<file path="src/rtl/conf_bus_pkg.sv">
// Shared definitions for the CGRA configuration bus: word format and loader states.
// Latency: n/a (package only).
// Backpressure: n/a (package only).
// Contents: bus width, valid-flag bit position, NOP word, loader state encoding.
package conf_bus_pkg;

    localparam int CONF_BUS_WIDTH = 64;
    localparam int CONF_VALID_BIT = 63;
    localparam logic [CONF_BUS_WIDTH-1:0] CONF_NOP = '0;

    typedef enum logic [1:0] {
        IDLE  = 2'd0,
        LOAD  = 2'd1,
        DRAIN = 2'd2,
        RUN   = 2'd3
    } conf_load_state_t;

endpackage

</file>
<file path="src/rtl/conf_fifo.sv">
// Synchronous first-word-fall-through FIFO buffering host configuration words.
// Latency: a word pushed on edge k is visible on dout after edge k, poppable at edge k+1.
// Backpressure: push is dropped when full unless a pop happens in the same cycle.
// Ports: clk, rst (sync, active-high), push/din, pop, full, empty, dout (head of queue).
module conf_fifo #(
    parameter int WIDTH = 64,
    parameter int DEPTH = 4
) (
    input  logic             clk,
    input  logic             rst,
    input  logic             push,
    input  logic [WIDTH-1:0] din,
    input  logic             pop,
    output logic             full,
    output logic             empty,
    output logic [WIDTH-1:0] dout
);

    localparam int AW = $clog2(DEPTH);

    logic [WIDTH-1:0] mem_q [DEPTH];
    logic [AW-1:0]    wr_ptr_q, wr_ptr_d;
    logic [AW-1:0]    rd_ptr_q, rd_ptr_d;
    logic [AW:0]      count_q, count_d;
    logic             do_push, do_pop;

    assign full  = (count_q == (AW+1)'(DEPTH));
    assign empty = (count_q == '0);
    assign dout  = mem_q[rd_ptr_q];

    // A pop frees the head slot this cycle, so a full FIFO can still take a push.
    assign do_push = push && (!full || pop);
    assign do_pop  = pop && !empty;

    always_comb begin
        wr_ptr_d = wr_ptr_q;
        rd_ptr_d = rd_ptr_q;
        count_d  = count_q;
        if (do_push) begin
            wr_ptr_d = wr_ptr_q + AW'(1);
        end
        if (do_pop) begin
            rd_ptr_d = rd_ptr_q + AW'(1);
        end
        case ({do_push, do_pop})
            2'b10:   count_d = count_q + (AW+1)'(1);
            2'b01:   count_d = count_q - (AW+1)'(1);
            default: count_d = count_q;
        endcase
    end

    always_ff @(posedge clk) begin
        if (rst) begin
            wr_ptr_q <= '0;
            rd_ptr_q <= '0;
            count_q  <= '0;
        end else begin
            wr_ptr_q <= wr_ptr_d;
            rd_ptr_q <= rd_ptr_d;
            count_q  <= count_d;
        end
    end

    // Storage needs no reset: occupancy tracking alone defines what is valid.
    always_ff @(posedge clk) begin
        if (do_push) begin
            mem_q[wr_ptr_q] <= din;
        end
    end

endmodule

</file>
<file path="src/rtl/conf_bus_loader_64.sv">
// Buffers a counted host word stream and broadcasts it on the config bus, then starts the PCs.
// Latency: word accepted on edge k reaches conf_bus_out at edge k+1 earliest; 1 word/cycle.
// Backpressure: in_ready low outside LOAD, when the FIFO is full or all words are accepted.
// Ports: clk/rst (sync, active-high); start/num_words/stop control; in_valid/in_ready/in_data
//        host stream; conf_bus_out broadcast word; en_pc_net run enable; busy; done pulse.
module conf_bus_loader_64
    import conf_bus_pkg::*;
#(
    parameter int FIFO_DEPTH   = 4,
    parameter int DRAIN_CYCLES = 4,
    parameter int CNT_WIDTH    = 16
) (
    input  logic                      clk,
    input  logic                      rst,
    input  logic                      start,
    input  logic [CNT_WIDTH-1:0]      num_words,
    input  logic                      stop,
    input  logic                      in_valid,
    input  logic [CONF_BUS_WIDTH-1:0] in_data,
    output logic                      in_ready,
    output logic [CONF_BUS_WIDTH-1:0] conf_bus_out,
    output logic                      en_pc_net,
    output logic                      busy,
    output logic                      done
);

    localparam int DW = $clog2(DRAIN_CYCLES + 1);

    conf_load_state_t          state_q, state_d;
    logic [CNT_WIDTH-1:0]      target_q, target_d;
    logic [CNT_WIDTH-1:0]      acc_cnt_q, acc_cnt_d;
    logic [CNT_WIDTH-1:0]      emit_cnt_q, emit_cnt_d;
    logic [DW-1:0]             drain_cnt_q, drain_cnt_d;
    logic [CONF_BUS_WIDTH-1:0] bus_q, bus_d;
    logic                      en_pc_q, en_pc_d;
    logic                      done_q, done_d;

    logic                      fifo_full, fifo_empty;
    logic [CONF_BUS_WIDTH-1:0] fifo_dout;
    logic                      push, pop;

    assign in_ready = (state_q == LOAD) && !fifo_full && (acc_cnt_q < target_q);
    assign push     = in_valid && in_ready;
    assign pop      = (state_q == LOAD) && !fifo_empty;

    conf_fifo #(
        .WIDTH (CONF_BUS_WIDTH),
        .DEPTH (FIFO_DEPTH)
    ) u_fifo (
        .clk   (clk),
        .rst   (rst),
        .push  (push),
        .din   (in_data),
        .pop   (pop),
        .full  (fifo_full),
        .empty (fifo_empty),
        .dout  (fifo_dout)
    );

    always_comb begin
        state_d     = state_q;
        target_d    = target_q;
        acc_cnt_d   = acc_cnt_q;
        emit_cnt_d  = emit_cnt_q;
        drain_cnt_d = drain_cnt_q;
        bus_d       = CONF_NOP;

        case (state_q)
            IDLE, RUN: begin
                // start outranks a simultaneous stop in RUN
                if (start) begin
                    target_d    = num_words;
                    acc_cnt_d   = '0;
                    emit_cnt_d  = '0;
                    drain_cnt_d = '0;
                    state_d     = (num_words != '0) ? LOAD : DRAIN;
                end else if (state_q == RUN && stop) begin
                    state_d = IDLE;
                end
            end
            LOAD: begin
                if (push) begin
                    acc_cnt_d = acc_cnt_q + CNT_WIDTH'(1);
                end
                if (pop) begin
                    bus_d                 = fifo_dout;
                    bus_d[CONF_VALID_BIT] = 1'b1;
                    emit_cnt_d            = emit_cnt_q + CNT_WIDTH'(1);
                    if (emit_cnt_d == target_q) begin
                        state_d     = DRAIN;
                        drain_cnt_d = '0;
                    end
                end
            end
            DRAIN: begin
                // The cycle entering DRAIN still shows the last word, hence the
                // extra count before RUN so exactly DRAIN_CYCLES NOPs follow it.
                if (drain_cnt_q == DW'(DRAIN_CYCLES)) begin
                    state_d = RUN;
                end else begin
                    drain_cnt_d = drain_cnt_q + DW'(1);
                end
            end
            default: state_d = IDLE;
        endcase

        en_pc_d = (state_d == RUN);
        done_d  = (state_q == DRAIN) && (state_d == RUN);
    end

    always_ff @(posedge clk) begin
        if (rst) begin
            state_q     <= IDLE;
            target_q    <= '0;
            acc_cnt_q   <= '0;
            emit_cnt_q  <= '0;
            drain_cnt_q <= '0;
            bus_q       <= CONF_NOP;
            en_pc_q     <= 1'b0;
            done_q      <= 1'b0;
        end else begin
            state_q     <= state_d;
            target_q    <= target_d;
            acc_cnt_q   <= acc_cnt_d;
            emit_cnt_q  <= emit_cnt_d;
            drain_cnt_q <= drain_cnt_d;
            bus_q       <= bus_d;
            en_pc_q     <= en_pc_d;
            done_q      <= done_d;
        end
    end

    assign conf_bus_out = bus_q;
    assign en_pc_net    = en_pc_q;
    assign done         = done_q;
    assign busy         = (state_q == LOAD) || (state_q == DRAIN);

endmodule

</file>
<file path="config.mk">
export PLATFORM = sky130hd
export DESIGN_NAME = conf_bus_loader_64
export DESIGN_NICKNAME = d
export VERILOG_FILES = /design/src/rtl/conf_bus_pkg.sv /design/src/rtl/conf_fifo.sv /design/src/rtl/conf_bus_loader_64.sv
export SDC_FILE = /design/constraint.sdc
export NUM_CORES = 1
export LEC_CHECK = 0
export ABC_CLOCK_PERIOD_IN_PS = 4500
export CAP_MARGIN = 10
export CORE_MARGIN = 2
export CORE_UTILIZATION = 54
export DETAILED_ROUTE_END_ITERATION = 16
export HOLD_SLACK_MARGIN = 0.05
export PLACE_DENSITY = 0.85
export SLEW_MARGIN = 20
export SYNTH_ARGS = -nofsm -noshare
export SYNTH_HDL_FRONTEND = slang
export SYNTH_SLANG_ARGS = --single-unit
</file>
<file path="constraint.sdc">
create_clock -name clk -period 4.5 [get_ports clk]
set_input_delay 0.9 -clock clk [delete_from_list [all_inputs] [get_ports clk]]
set_output_delay 0.9 -clock clk [all_outputs]
set_load 0.01 [all_outputs]
</file>
* Word-level counts from Yosys, hierarchy flattened *
Memories as Yosys holds them, arrays and structs flattened. A register that Yosys moved wholly into a read port is not among the register bits.
Index checks and enable logic that the tools add are counted.

cells by class
  add/sub/neg operators = 7
  order comparisons = 1
  eq/ne operators = 14
  multiplexer cells = 23
  bitwise gates (word level) = 2
  reduce and logical (&&, ||, !) cells = 24

operators by type and width
  operator                                                                  count
  64-bit 2-to-1 mux                                                         1
  16-bit one-hot mux with 2 select lines                                    2
  16-bit 2-to-1 mux                                                         3
  16-bit by 1-bit adder with 16-bit output (second input constant)          2
  16-bit == test                                                            1
  16-bit less-than comparator                                               1
  2-bit 2-to-1 mux                                                          8
  16-bit nonzero test                                                       1
  3-bit 2-to-1 mux                                                          4
  3-bit one-hot mux with 3 select lines                                     1
  2-bit == test (second input constant)                                     4
  1-bit logical AND                                                         8
  3-bit by 1-bit adder with 3-bit output (second input constant)            2
  3-bit == test (second input constant)                                     2
  2-bit by 1-bit inequality test with 1-bit output (second input constant)  3
  2-bit one-hot mux with 3 select lines                                     1
  3-bit one-hot mux with 2 select lines                                     1
  3-bit AND reduction                                                       2
  2-bit by 1-bit adder with 2-bit output (second input constant)            2
  2-bit by 1-bit == test with 1-bit output (second input constant)          2
  2-bit inequality test (second input constant)                             2
  4-bit AND reduction                                                       1
  2-bit nonzero test                                                        2
  2-bit OR reduction                                                        2
  9 further kinds                                                           13

word-level totals
  register bits after elaboration = 126
  RAM bits = 256
  input port bits = 85
  output and inout bits = 68
  logic and storage cells = 84
  memories kept = 1

memory list
  name          words  width  rd ports  clocked after memory_dff  wr ports  RTL line         RTL
  u_fifo.mem_q  4      64     1         1                         1         conf_fifo.sv:21  logic [WIDTH-1:0] mem_q [DEPTH];

* Depth between registers and ports, before layout *
Gate-level depths: netlist of the first run.

  word-level depth = 8
  mapped depth = 14
  depth with buffers taken out = 14

* Modules after synthesis *
Synthesis of the first run repeated with hierarchy kept, for this count alone.

second synthesis, totals
  cell total of the unflattened synthesis = 993
  area total of the unflattened synthesis = 15088.2 um2

modules (own cells, without submodules)
  module              instances  cells an instance  area each (um2)  seq. area each (um2)
  conf_fifo           1          388                9795.6           7867.5
  conf_bus_loader_64  1          605                5292.6           2382.3

* Worst setup path before layout of the first run *
OpenSTA, ideal clock, no wires.

  kind = reg2reg
  from = reg target_q[13]
  to = mem u_fifo.mem_q[0][0], enable pin
  library setup time = 0.428 ns
  data arrival time = 3.351 ns
  data required time = 4.072 ns
  path slack = 0.721 ns
  cell stages (with the launch flop) = 8
  path buffers = 0
  period minus slack after synthesis = 3.779 ns
  path through = dfxtp_1 -> inv_1 -> ha_1 -> a21o_1 -> a21o_1 -> a2111o_1 -> a221oi_4 -> and3_1

between the ends
  word-level cells in the longest chain between the ends = 6

ends and longest elaborated chain
  what                                    RTL line                   RTL
  start: declaration                      conf_bus_loader_64.sv:30   logic [CNT_WIDTH-1:0] target_q, target_d;
  start signal: assignment                conf_bus_loader_64.sv:123  target_q <= target_d;
  16-bit less-than comparator             conf_bus_loader_64.sv:42   assign in_ready = (state_q == LOAD) && !fifo_full && (acc_cnt_q < target_q);
  1-bit logical AND                       conf_bus_loader_64.sv:42
  net in_ready                            conf_bus_loader_64.sv:20   output logic in_ready,
  1-bit logical AND                       conf_bus_loader_64.sv:43   assign push = in_valid && in_ready;
  1-bit logical AND                       conf_fifo.sv:32            assign do_push = push && (!full || pop);
  1-bit 2-to-1 mux                        conf_fifo.sv:66            if (do_push) begin
  1-bit 2-to-1 mux (implied by the code)  conf_fifo.sv:67            mem_q[wr_ptr_q] <= din;
  end: declaration                        conf_fifo.sv:21

The timed path passes the listed nets, and every way through them passes these cells.

* Final worst setup path of the first run *
  from = reg target_q[2]
  to = out in_ready

between the ends
  word-level cells in the longest chain between the ends = 2

ends and longest elaborated chain
  what                         RTL line
  16-bit less-than comparator  conf_bus_loader_64.sv:42
  1-bit logical AND            conf_bus_loader_64.sv:42
  end: declaration             conf_bus_loader_64.sv:20

Every way passes these cells.

==> results by group, run 1 <==
Drt
  • Drt drc: 0
  • DRT antenna net count: 0
  • Highest routed layer: met4
  • Wire length on met3: 1560 um
  • Drt first pass iters: 5
  • DR WL met2: 15000 um
  • Detailed-routing wirelength on met1: 12300 um
  • Vias/cell: 5.68
  • Detailed-route via count: 8396
  • Final wirelength: 29700 um
  • Post-DR wirelength/cell: 20.1 um
  • DR iter-0 viols: 546

Clock tree
  • Worst-Skew Late Latency: 0.54 ns
  • # H-tree levels: 2
  • Setup Fix Bufs, Post-CTS: 0
  • Post-CTS Resized: 0
  • Longest Clk Path Bufs: 3
  • Hold_buf cts: 0
  • CTS Buf Count: 39
  • Clk sinks: 380
  • CTS root buf: clkbuf_16
  • CTS tree: built
  • Reg clk slew, reported paths: 0.06 ns

Logic synthesis
  • Main synth FF type: edfxtp_1
  • Most frequent cells after synthesis: edfxtp_1, dfxtp_1, and2_1, mux4_2, a21oi_1
  • Post-synthesis sequential area ratio: 69.5%
  • Yosys top cell by area: edfxtp_1
  • Synthesized cell area: 0.0146 mm2
  • Post-synth top area share: 51.9%
  • Post-synthesis sequential element count: 380
  • Async SR Flop Fraction: 0%
  • Syn Inst Count: 943
  • Synthesized Nets: 1056
  • Number of enable flip-flop cells after synthesis: 252
  • Most common cell in the netlist: edfxtp_1
  • Synth cell types: 57
  • Number of synthesis warnings: 0
  • Mapped Avg Cell Area: 15.5 um2
  • Top post-synthesis cells by area: edfxtp_1, dfxtp_1, mux4_2

Critical path
  • Crit Path Max Fanout: 8
  • Slowest CP cell: clkdlybuf4s50_1
  • Setup crit end kind: primary output
  • Cells along the critical path: inv_1 -> ha_1 -> a211o_1 -> a31oi_1 -> o221ai_1 -> a221oi_4 -> clkdlybuf4s50_1
  • WP buf/inv: 2
  • Largest stage delay, worst path: 0.64 ns
  • Type of the worst setup path: register to primary output
  • Setup crit start kind: register
  • Req. time, crit path: 3.60 ns
  • Top delay family on crit path: compound AO/OA/AOI/OAI gates
  • Crit path DAT: 3.18 ns

Floorplan
  • Die footprint: 0.0283 mm2
  • Core area: 0.0267 mm2
  • # rows: 60
  • Initial Util: 54.6%
  • Ports: 153
  • Die width: 168 um
  • Die Y: 168 um

Power
  • Worst VDD drop: 342 uV
  • P per Cell Area: 458 mW/mm2
  • Pwr Total: 8.12 mW
  • LEAKAGE: 5.94 nW

Global routing
  • Pin count of the biggest net entering global routing: 64
  • Vias in the first global route: 8592
  • GRT Residual Overflow: 0
  • First-pass GRT wire length: 46400 um
  • Initial antenna violation count: 0
  • Total track usage: 21.2%

STA
  • Setup-failing EPs final: 0
  • Fmax: 245 MHz
  • Slew Viols, Final: 0
  • Slew margin rel.: 33.9%
  • Worst hold margin: 0.491 ns
  • Setup TNS: 0 ns
  • Fin crit share: 90.7%
  • Least-Margin Pin Slew: 0.992 ns
  • Period minus WS final: 4.08 ns
  • Final WS setup: 0.420 ns
  • Final Hold Violating Endpoints: 0
  • RSZ-0062 raised after global routing: false
  • Post-Route Skew: 0.0170 ns

Placed design
  • Pre-CTS WS: 1.01 ns
  • I/O Buffers: 151
  • DP HPWL: 18100 um
  • Placed cell area: 0.0165 mm2
  • RD Place Congestion: 0.836
  • Placed cells: 1405

Final layout
  • Nets: 1218
  • Final Cell Area: 0.0177 mm2
  • Finished Layout Cells: 1477
  • Layout Utilization: 66.3%
  • Area growth, synth to finish: 21.4%
  • Antenna diodes: 0
  • Share of cells above drive strength 1: 12.9%

Job
  • Max-cap check violation count: 0

Min path
  • Worst hold path type: register to register

Run status
  • Outcome: completed
==> cell families (layout without fill, tap and decap cells) <==
logic type / Yosys count / in the layout / synth area share [%]
adder cells (fa/ha/maj): 28 / 28 / 2.45
XOR/XNOR: 26 / 26 / 1.56
buffers and inverters: 75 / 268 / 2.04
flip-flops: 380 / 380 / 69.5
AND/OR/NAND/NOR: 248 / 248 / 9.34
multiplexers: 64 / 64 / 9.80
AO/OA/AOI/OAI: 122 / 122 / 5.33
==> state kept, by name, summed over array words and instances (netlist names), named ones only <==
name,flops
acc_cnt_q,16
conf_bus_out,64
done,1
drain_cnt_q,3
emit_cnt_q,16
en_pc_net,1
state_q,2
target_q,16
u_fifo.count_q,3
u_fifo.mem_q,252
u_fifo.rd_ptr_q,2
u_fifo.wr_ptr_q,2
==> layer usage <==
metal,global-route usage [%],up-vias
met5,0,-
met4,7.35,0
met1,27.5,4197
met3,4.07,60
met2,36.3,234
li1,-,3905
==> worst min-delay path, stage by stage, from the launching register on <==
cell and delay [ns]:
dfxtp_1 0.33, nand2_1 0.06, a21oi_1 0.05
==> where the power goes <==
| part | switching (mW) | internal, mW | total [mW] |
|---|---|---|---|
| Clock | 1.30 | 1.73 | 3.04 |
| Sequential | 0.116 | 3.92 | 4.04 |
| Combinational | 0.562 | 0.486 | 1.05 |
| Total | 1.98 | 6.14 | 8.12 |
==> final cells by class <==
cell class,instances,area [um2]
fillers,1823,9020
well taps,341,427
repair buffers,163,1630
clock inverters,15,139
inverters,33,124
flip-flops and latches,380,10100
multi-input cells,488,4180
clock buffers,57,1070
==> cells in the final DEF, fill, tap and decap left out, types with 2 or more instances in the layout <==
cell type	count
clkinv_1	2
clkbuf_1	15
buf_4	10
clkdlybuf4s50_1	151
clkinv_2	8
dfxtp_4	2
dfxtp_1	126
a211oi_1	9
nor3_1	8
nand3_1	8
nor2_1	37
a21oi_1	56
o31ai_1	12
xnor2_1	13
and4_1	6
nand4_1	10
edfxtp_1	252
nand2b_1	3
clkbuf_8	3
inv_1	33
and3_4	4
or4_1	11
or2_2	4
a31oi_1	5
buf_12	2
o21ai_0	20
nor4_1	4
clkbuf_16	39
nand4b_1	2
ha_1	27
clkinv_8	2
nand2_1	51
mux4_2	63
xor2_1	13
nand3b_1	4
or3_1	11
and2_1	68
and3_1	9
a21o_1	5
==> worst paths after layout <==
kind                             from                             end  slack [ns]  cells after the start
max          target_q[2]$_SDFFE_PP0P_                        in_ready        0.42                      7
min          target_q[0]$_SDFFE_PP0P_        target_q[0]$_SDFFE_PP0P_        0.49                      2
max reg2reg  target_q[2]$_SDFFE_PP0P_  u_fifo.count_q[2]$_SDFFE_PP0P_        1.11                     14
min reg2reg  target_q[0]$_SDFFE_PP0P_        target_q[0]$_SDFFE_PP0P_        0.49                      2
No activity file was read; power rests on OpenSTA's default activity.
==> run 2, diff against run 1 <==
==> constraint.sdc (replaced) <==
create_clock -name clk -period 4.5 [get_ports clk]
set_input_delay 0.675 -clock clk [delete_from_list [all_inputs] [get_ports clk]]
set_output_delay 0.675 -clock clk [all_outputs]
set_load 0.01 [all_outputs]
==> run 2 against run 1 <==
Against the previous run: sequential share of layout area down 0.53 points; design area up 0.94%; largest cell class unchanged; global-route usage down 0.29 points; worst hold slack worse by 0.0027 ns; non-clock buffer count down 3; wire length down 1.6%; total power up 3.5%; count of clock-buffer cells in the layout up 1.
==> results by group, run 2 (synthesis results as in run 1) <==
Run status
  • Outcome: completed

STA
  • Slew margin rel.: 35.7% (+1.9 points)
  • Fin crit share: 83.9% (-6.8 points)
  • Least-Margin Pin Slew: 0.964 ns (-0.0282 ns)
  • Slew Viols, Final: 0 (unchanged)
  • Post-Route Skew: 0.0192 ns (+0.00217 ns)
  • Period minus WS final: 3.78 ns (-0.304 ns)
  • RSZ-0062 raised after global routing: false
  • Setup-failing EPs final: 0 (unchanged)
  • Setup TNS: 0 ns (unchanged)
  • Final Hold Violating Endpoints: 0 (unchanged)
  • Fmax: 265 MHz (+8.1%)

Clock tree
  • CTS tree: built
  • Longest Clk Path Bufs: 3 (unchanged)
  • Post-CTS Resized: 0 (unchanged)
  • CTS root buf: clkbuf_16
  • CTS Buf Count: 39 (unchanged)
  • Worst-Skew Late Latency: 0.54 ns (about the same)
  • Hold_buf cts: 0 (unchanged)
  • Setup Fix Bufs, Post-CTS: 0 (unchanged)
  • Clk sinks: 380 (unchanged)
  • Reg clk slew, reported paths: 0.06 ns (about the same)
  • # H-tree levels: 2 (unchanged)

Min path
  • Worst hold path type: register to register
  • Hold_sp: target_q[3]$_SDFFE_PP0P_
  • Worst hold path depth: 2 (unchanged)
  • Hold Path End: target_q[3]$_SDFFE_PP0P_

Placed design
  • RD Place Congestion: 0.841 (+0.56%)
  • I/O Buffers: 151 (unchanged)
  • Placed cell area: 0.0165 mm2 (about the same)
  • DP HPWL: 18000 um (-0.56%)

Critical path
  • Crit Path Max Fanout: 8 (unchanged)
  • Reg2reg start: target_q[2]$_SDFFE_PP0P_
  • RR Endpoint: u_fifo.count_q[2]$_SDFFE_PP0P_
  • Crit path DAT: 3.10 ns (-0.08 ns)
  • Setup crit end kind: primary output
  • Largest stage delay, worst path: 0.64 ns (about the same)
  • Req. time, crit path: 3.83 ns (+0.23 ns)
  • Setup crit start kind: register
  • Slowest CP cell: clkdlybuf4s50_1
  • Worst reg2reg path depth: 14 (unchanged)
  • Type of the worst setup path: register to primary output
  • R2R setup slack: 1.20 ns (+0.09 ns)
  • Cells along the critical path: inv_1 -> ha_1 -> a211o_1 -> a31oi_1 -> o221ai_1 -> a221oi_4 -> clkdlybuf4s50_1

Global routing
  • Total track usage: 20.9% (-0.29 points)
  • First-pass GRT wire length: 45900 um (-1.0%)
  • Pin count of the biggest net entering global routing: 64 (unchanged)
  • GRT Residual Overflow: 0 (unchanged)
  • Initial antenna violation count: 1 (+1)
  • Vias in the first global route: 8606 (+0.16%)

Drt
  • Final wirelength: 29200 um (-1.6%)
  • Drt drc: 0 (unchanged)
  • DR iter-0 viols: 566 (+3.7%)
  • Detailed-route via count: 8327 (-0.82%)
  • Post-DR wirelength/cell: 19.8 um (-1.4%)
  • DRT antenna net count: 0 (unchanged)
  • Drt first pass iters: 5 (unchanged)
  • Vias/cell: 5.65 (-0.69%)

Power
  • Sequential Power Share: 48.0% (-1.7 points)
  • Worst VDD drop: 358 uV (+4.6%)
  • Clock share of power: 39.6% (+2.2 points)
  • Switching share of power: 23.8% (-0.62 points)
  • Internal Power: 6.41 mW (+4.4%)
  • Pwr Total: 8.41 mW (+3.5%)
  • Gate power share: 12.3% (-0.6 points)
  • NetSw: 2.00 mW (+0.90%)
  • LEAKAGE: 6.00 nW (+1.2%)
  • P per Cell Area: 470 mW/mm2 (+2.6%)

Final layout
  • Share of cells above drive strength 1: 13.4% (+0.48 points)
  • Leading cell type in the layout, fill and taps excluded: edfxtp_1
  • Nets: 1215 (-0.25%)
  • Most frequent cells in the layout: edfxtp_1, clkdlybuf4s50_1, dfxtp_1, and2_1, mux4_2
  • Biggest register: u_fifo.mem_q
  • Largest register FFs: 252 (unchanged)
  • Final Cell Area: 0.0179 mm2 (+0.94%)
  • Area growth, synth to finish: 22.6%

Floorplan
  • Die Y: 168 um (unchanged)
  • Die footprint: 0.0283 mm2 (unchanged)
  • # rows: 60 (unchanged)
  • Ports: 153 (unchanged)
  • Core area: 0.0267 mm2 (unchanged)
  • Initial Util: 54.6% (unchanged)
  • Die width: 168 um (unchanged)

Job
  • Max-cap check violation count: 0 (unchanged)
==> run 2: cell types whose count changed in the layout (fill, tap and decap cells not counted), moves of 2 or more <==
cell	before	now
clkbuf_1	15	8
bufinv_16	1	3
clkbuf_8	3	9
buf_4	10	5
clkinv_2	8	6
buf_12	2	4
clkbuf_16	39	41
==> run 2: power groups by stage <==
stage / registers, mW / logic (mW) / clock network [mW]
after CTS: 4.04 / 1.04 / 3.39
after floorplan: 4.07 / 0.690 / 0
after global placement: 4.10 / 1.00 / 0
final: 4.04 / 1.04 / 3.33
after global routing: 4.06 / 1.14 / 3.52
after detailed placement: 4.11 / 1.03 / 0
==> run 2: critical path: cells and delay by family, from the launching register on <==
| family | cells | cell delay, ns |
|---|---|---|
| flops | 1 | 0.39 |
| compound gates | 4 | 1.19 |
| fa+ha+maj | 1 | 0.30 |
| buf+inv | 2 | 0.70 |
==> run 2: how the worst max path moves through the flow <==
stage | from | end | depth (start not counted)
3_5_place_dp | target_q[13]$_SDFFE_PP0P_ | acc_cnt_q[8]$_SDFFE_PP0P_ | 9
4_1_cts | target_q[13]$_SDFFE_PP0P_ | in_ready | 7
5_1_grt | target_q[2]$_SDFFE_PP0P_ | in_ready | 7
3_3_place_gp | target_q[2]$_SDFFE_PP0P_ | acc_cnt_q[10]$_SDFFE_PP0P_ | 9
6_report | target_q[2]$_SDFFE_PP0P_ | in_ready | 7
2_1_floorplan | target_q[13]$_SDFFE_PP0P_ | u_fifo.mem_q[0][0]$_DFFE_PP_ | 7
==> run 2: per-stage QoR <==
step                worst slack, ns  hold slack, ns  std cells  utilization [%]
finish                        0.725           0.488       1475             66.9
floorplan                     0.721           0.447        943                -
detailed placement             1.16           0.479       1402             61.7
CTS                           0.733           0.488       1474             66.8
global route                  0.530           0.506       1475             66.9
global placement               1.23           0.458       1402             61.7
==> run 2: final cells by class <==
type	count	area (um2)
antenna	1	2.50
fill	1794	8850
tap	341	427
clock inverter	14	185
multi-input combinational	488	4190
sequential	380	10100
clock buffer	58	1180
timing repair buffer	160	1630
inverter	33	124
==> run 2: per-layer routing <==
metal / up-vias / wire length (um) / GRT usage, %
li1: 3900 / - / -
met1: 4127 / 12000 / 26.8
met2: 252 / 14600 / 36.1
met3: 48 / 1880 / 4.80
met4: 0 / 669 / 6.03
met5: - / 0 / 0
==> run 3, diff against run 2 <==
- ABC_CLOCK_PERIOD_IN_PS: 4500 -> 3750
- clock period: 4.5 -> 3.75 ns (I/O delays scaled with it)
==> run 3 against run 2 <==
Against the previous run: global-route usage up 0.45 points; wire length up 2.6%; utilization up 0.10 points; via count up 2.1%; largest power group unchanged; clock skew about the same; first-iteration DRC count up 40%.
==> results by group, run 3 (synthesis results as in run 1) <==
Run status
  • Outcome: completed

Placed design
  • I/O Buffers: 151 (unchanged)
  • RD Place Congestion: 0.839 (-0.27%)
  • Placed cells: 1409 (+0.50%)
  • DP HPWL: 18400 um (+2.0%)

Drt
  • Post-DR wirelength/cell: 20.2 um (+2.0%)
  • Drt drc: 0 (unchanged)
  • DR iter-0 viols: 794 (+40%)
  • DRT antenna net count: 0 (unchanged)
  • Final wirelength: 30000 um (+2.6%)
  • Vias/cell: 5.73 (+1.5%)
  • Drt first pass iters: 7 (+2)
  • Detailed-route via count: 8500 (+2.1%)

Final layout
  • Nets: 1223 (+0.66%)
  • Most frequent cells in the layout: edfxtp_1, clkdlybuf4s50_1, dfxtp_1, and2_1, mux4_2
  • Biggest register: u_fifo.mem_q
  • Area growth, synth to finish: 22.8%
  • Share of cells above drive strength 1: 13.5% (+0.081 points)
  • Finished Layout Cells: 1484 (+0.61%)
  • Largest register FFs: 252 (unchanged)
  • Fillers: 1785 (-0.50%)
  • Leading cell type in the layout, fill and taps excluded: edfxtp_1

STA
  • Least-Margin Pin Slew: 0.969 ns (+0.00522 ns)
  • Fin crit share: 90.6%
  • Slew Viols, Final: 0 (unchanged)
  • Final Hold Violating Endpoints: 0 (unchanged)
  • Period minus WS final: 3.40 ns
  • Setup TNS: 0 ns (unchanged)
  • Slew margin rel.: 35.4% (-0.35 points)
  • Fmax: 294 MHz
  • RSZ-0062 raised after global routing: false
  • Setup-failing EPs final: 0 (unchanged)
  • Post-Route Skew: 0.0188 ns (-0.000379 ns)

Critical path
  • Cells along the critical path: inv_1 -> ha_1 -> a21o_1 -> a21o_1 -> a2111o_1 -> a221oi_4 -> clkdlybuf4s50_1
  • RR Endpoint: u_fifo.count_q[2]$_SDFFE_PP0P_
  • Slowest CP cell: clkdlybuf4s50_1
  • Crit path DAT: 2.84 ns (-0.26 ns)
  • Worst reg2reg path depth: 15 (+1)
  • R2R setup slack: 0.37 ns (-0.83 ns)
  • Crit Path Max Fanout: 3 (-5)
  • Critical path's most frequent cell: a21o_1
  • Setup crit start kind: register
  • Type of the worst setup path: register to primary output
  • Reg2reg start: target_q[5]$_SDFFE_PP0P_
  • Setup crit end kind: primary output
  • Largest stage delay, worst path: 0.59 ns (-0.05 ns)
  • Req. time, crit path: 3.19 ns (-0.64 ns)

Clock tree
  • CTS Buf Count: 39 (unchanged)
  • Worst-Skew Late Latency: 0.52 ns (-0.02 ns)
  • # H-tree levels: 2 (unchanged)
  • CTS root buf: clkbuf_16
  • Hold_buf cts: 0 (unchanged)
  • CTS tree: built
  • Reg clk slew, reported paths: 0.06 ns (about the same)
  • Clk sinks: 380 (unchanged)
  • Longest Clk Path Bufs: 3 (unchanged)
  • Post-CTS Resized: 0 (unchanged)

Floorplan
  • Die footprint: 0.0283 mm2 (unchanged)
  • Die width: 168 um (unchanged)
  • Core area: 0.0267 mm2 (unchanged)
  • Ports: 153 (unchanged)
  • Die Y: 168 um (unchanged)
  • # rows: 60 (unchanged)
  • Initial Util: 54.6% (unchanged)

Global routing
  • GRT Residual Overflow: 0 (unchanged)
  • Vias in the first global route: 8618 (+0.14%)
  • First-pass GRT wire length: 46800 um (+1.9%)
  • Pin count of the biggest net entering global routing: 64 (unchanged)
  • Total track usage: 21.4% (+0.45 points)
  • Initial antenna violation count: 4 (+3)

Min path
  • Worst hold path type: register to register
  • Worst hold path depth: 2 (unchanged)
  • Hold_sp: drain_cnt_q[2]$_SDFFE_PP0P_
  • Hold Path End: drain_cnt_q[2]$_SDFFE_PP0P_

Job
  • Max-cap check violation count: 0 (unchanged)

Power
  • Pwr Total: 9.96 mW (+18%)
  • LEAKAGE: 6.01 nW (about the same)
  • Worst VDD drop: 484 uV (+35%)
  • P per Cell Area: 556 mW/mm2 (+18%)
[run 3: timing repair]
| item | 4_1_cts | 5_1_grt |
|---|---|---|
| setup endpoints to repair | 0 | 1 |
| buffers inserted | 0 | 1 |
| endpoints found under the hold margin | 0 | 0 |
[run 3: power breakdown]
group	internal (mW)	total [mW]	switching, mW	leakage, nW
clock network	2.30	3.84	1.53	0.627
registers	4.70	4.84	0.137	3.31
logic	0.596	1.28	0.688	2.07
[run 3: final cells by class]
type / instances / area, um2 / area share [%]
timing repair buffer: 168 / 1730 / 9.64
sequential: 380 / 10100 / 56.6
tap: 341 / 427 / 2.38
inverter: 33 / 124 / 0.692
clock buffer: 51 / 1070 / 5.99
antenna: 2 / 5.00 / 0.0280
multi-input combinational: 488 / 4190 / 23.4
clock inverter: 21 / 220 / 1.23
[run 3: metal layers]
layer	global-route usage, %	vias up	wire length (um)
met5	0	-	27
li1	-	3916	-
met4	7.23	4	811
met1	26.9	4233	11800
met3	5.50	54	2180
met2	36.4	293	15200
[run 3: how the worst max path moves through the flow]
stage                                    startpoint                             end
after floorplan           target_q[13]$_SDFFE_PP0P_    u_fifo.mem_q[0][0]$_DFFE_PP_
after detailed placement   target_q[2]$_SDFFE_PP0P_      acc_cnt_q[13]$_SDFFE_PP0P_
after CTS                  target_q[2]$_SDFFE_PP0P_                        in_ready
after global placement     target_q[2]$_SDFFE_PP0P_      acc_cnt_q[10]$_SDFFE_PP0P_
after global routing       target_q[5]$_SDFFE_PP0P_  u_fifo.count_q[2]$_SDFFE_PP0P_
final                     target_q[13]$_SDFFE_PP0P_                        in_ready
[run 3: worst max-delay path, delay by kind of cell (launching register included)]
kind	cells	cell delay [ns]
AOI/OAI and AO/OA	4	1.01
buffers and inverters	2	0.65
DFF	1	0.37
adders and majority gates	1	0.30
[run 3: stage by stage]
| step | hold slack, ns | setup slack [ns] | utilization, % | cell area [um2] |
|---|---|---|---|---|
| 3_3_place_gp | 0.458 | 0.490 | 62.1 | 16600 |
| 5_1_grt | 0.509 | 0.182 | 67.0 | 17900 |
| 6_report | 0.482 | 0.352 | 67.0 | 17900 |
| 4_1_cts | 0.483 | 0.103 | 66.9 | 17900 |
| 3_5_place_dp | 0.475 | 0.416 | 62.1 | 16600 |
| 2_1_floorplan | 0.447 | 0.662 | - | 14600 |
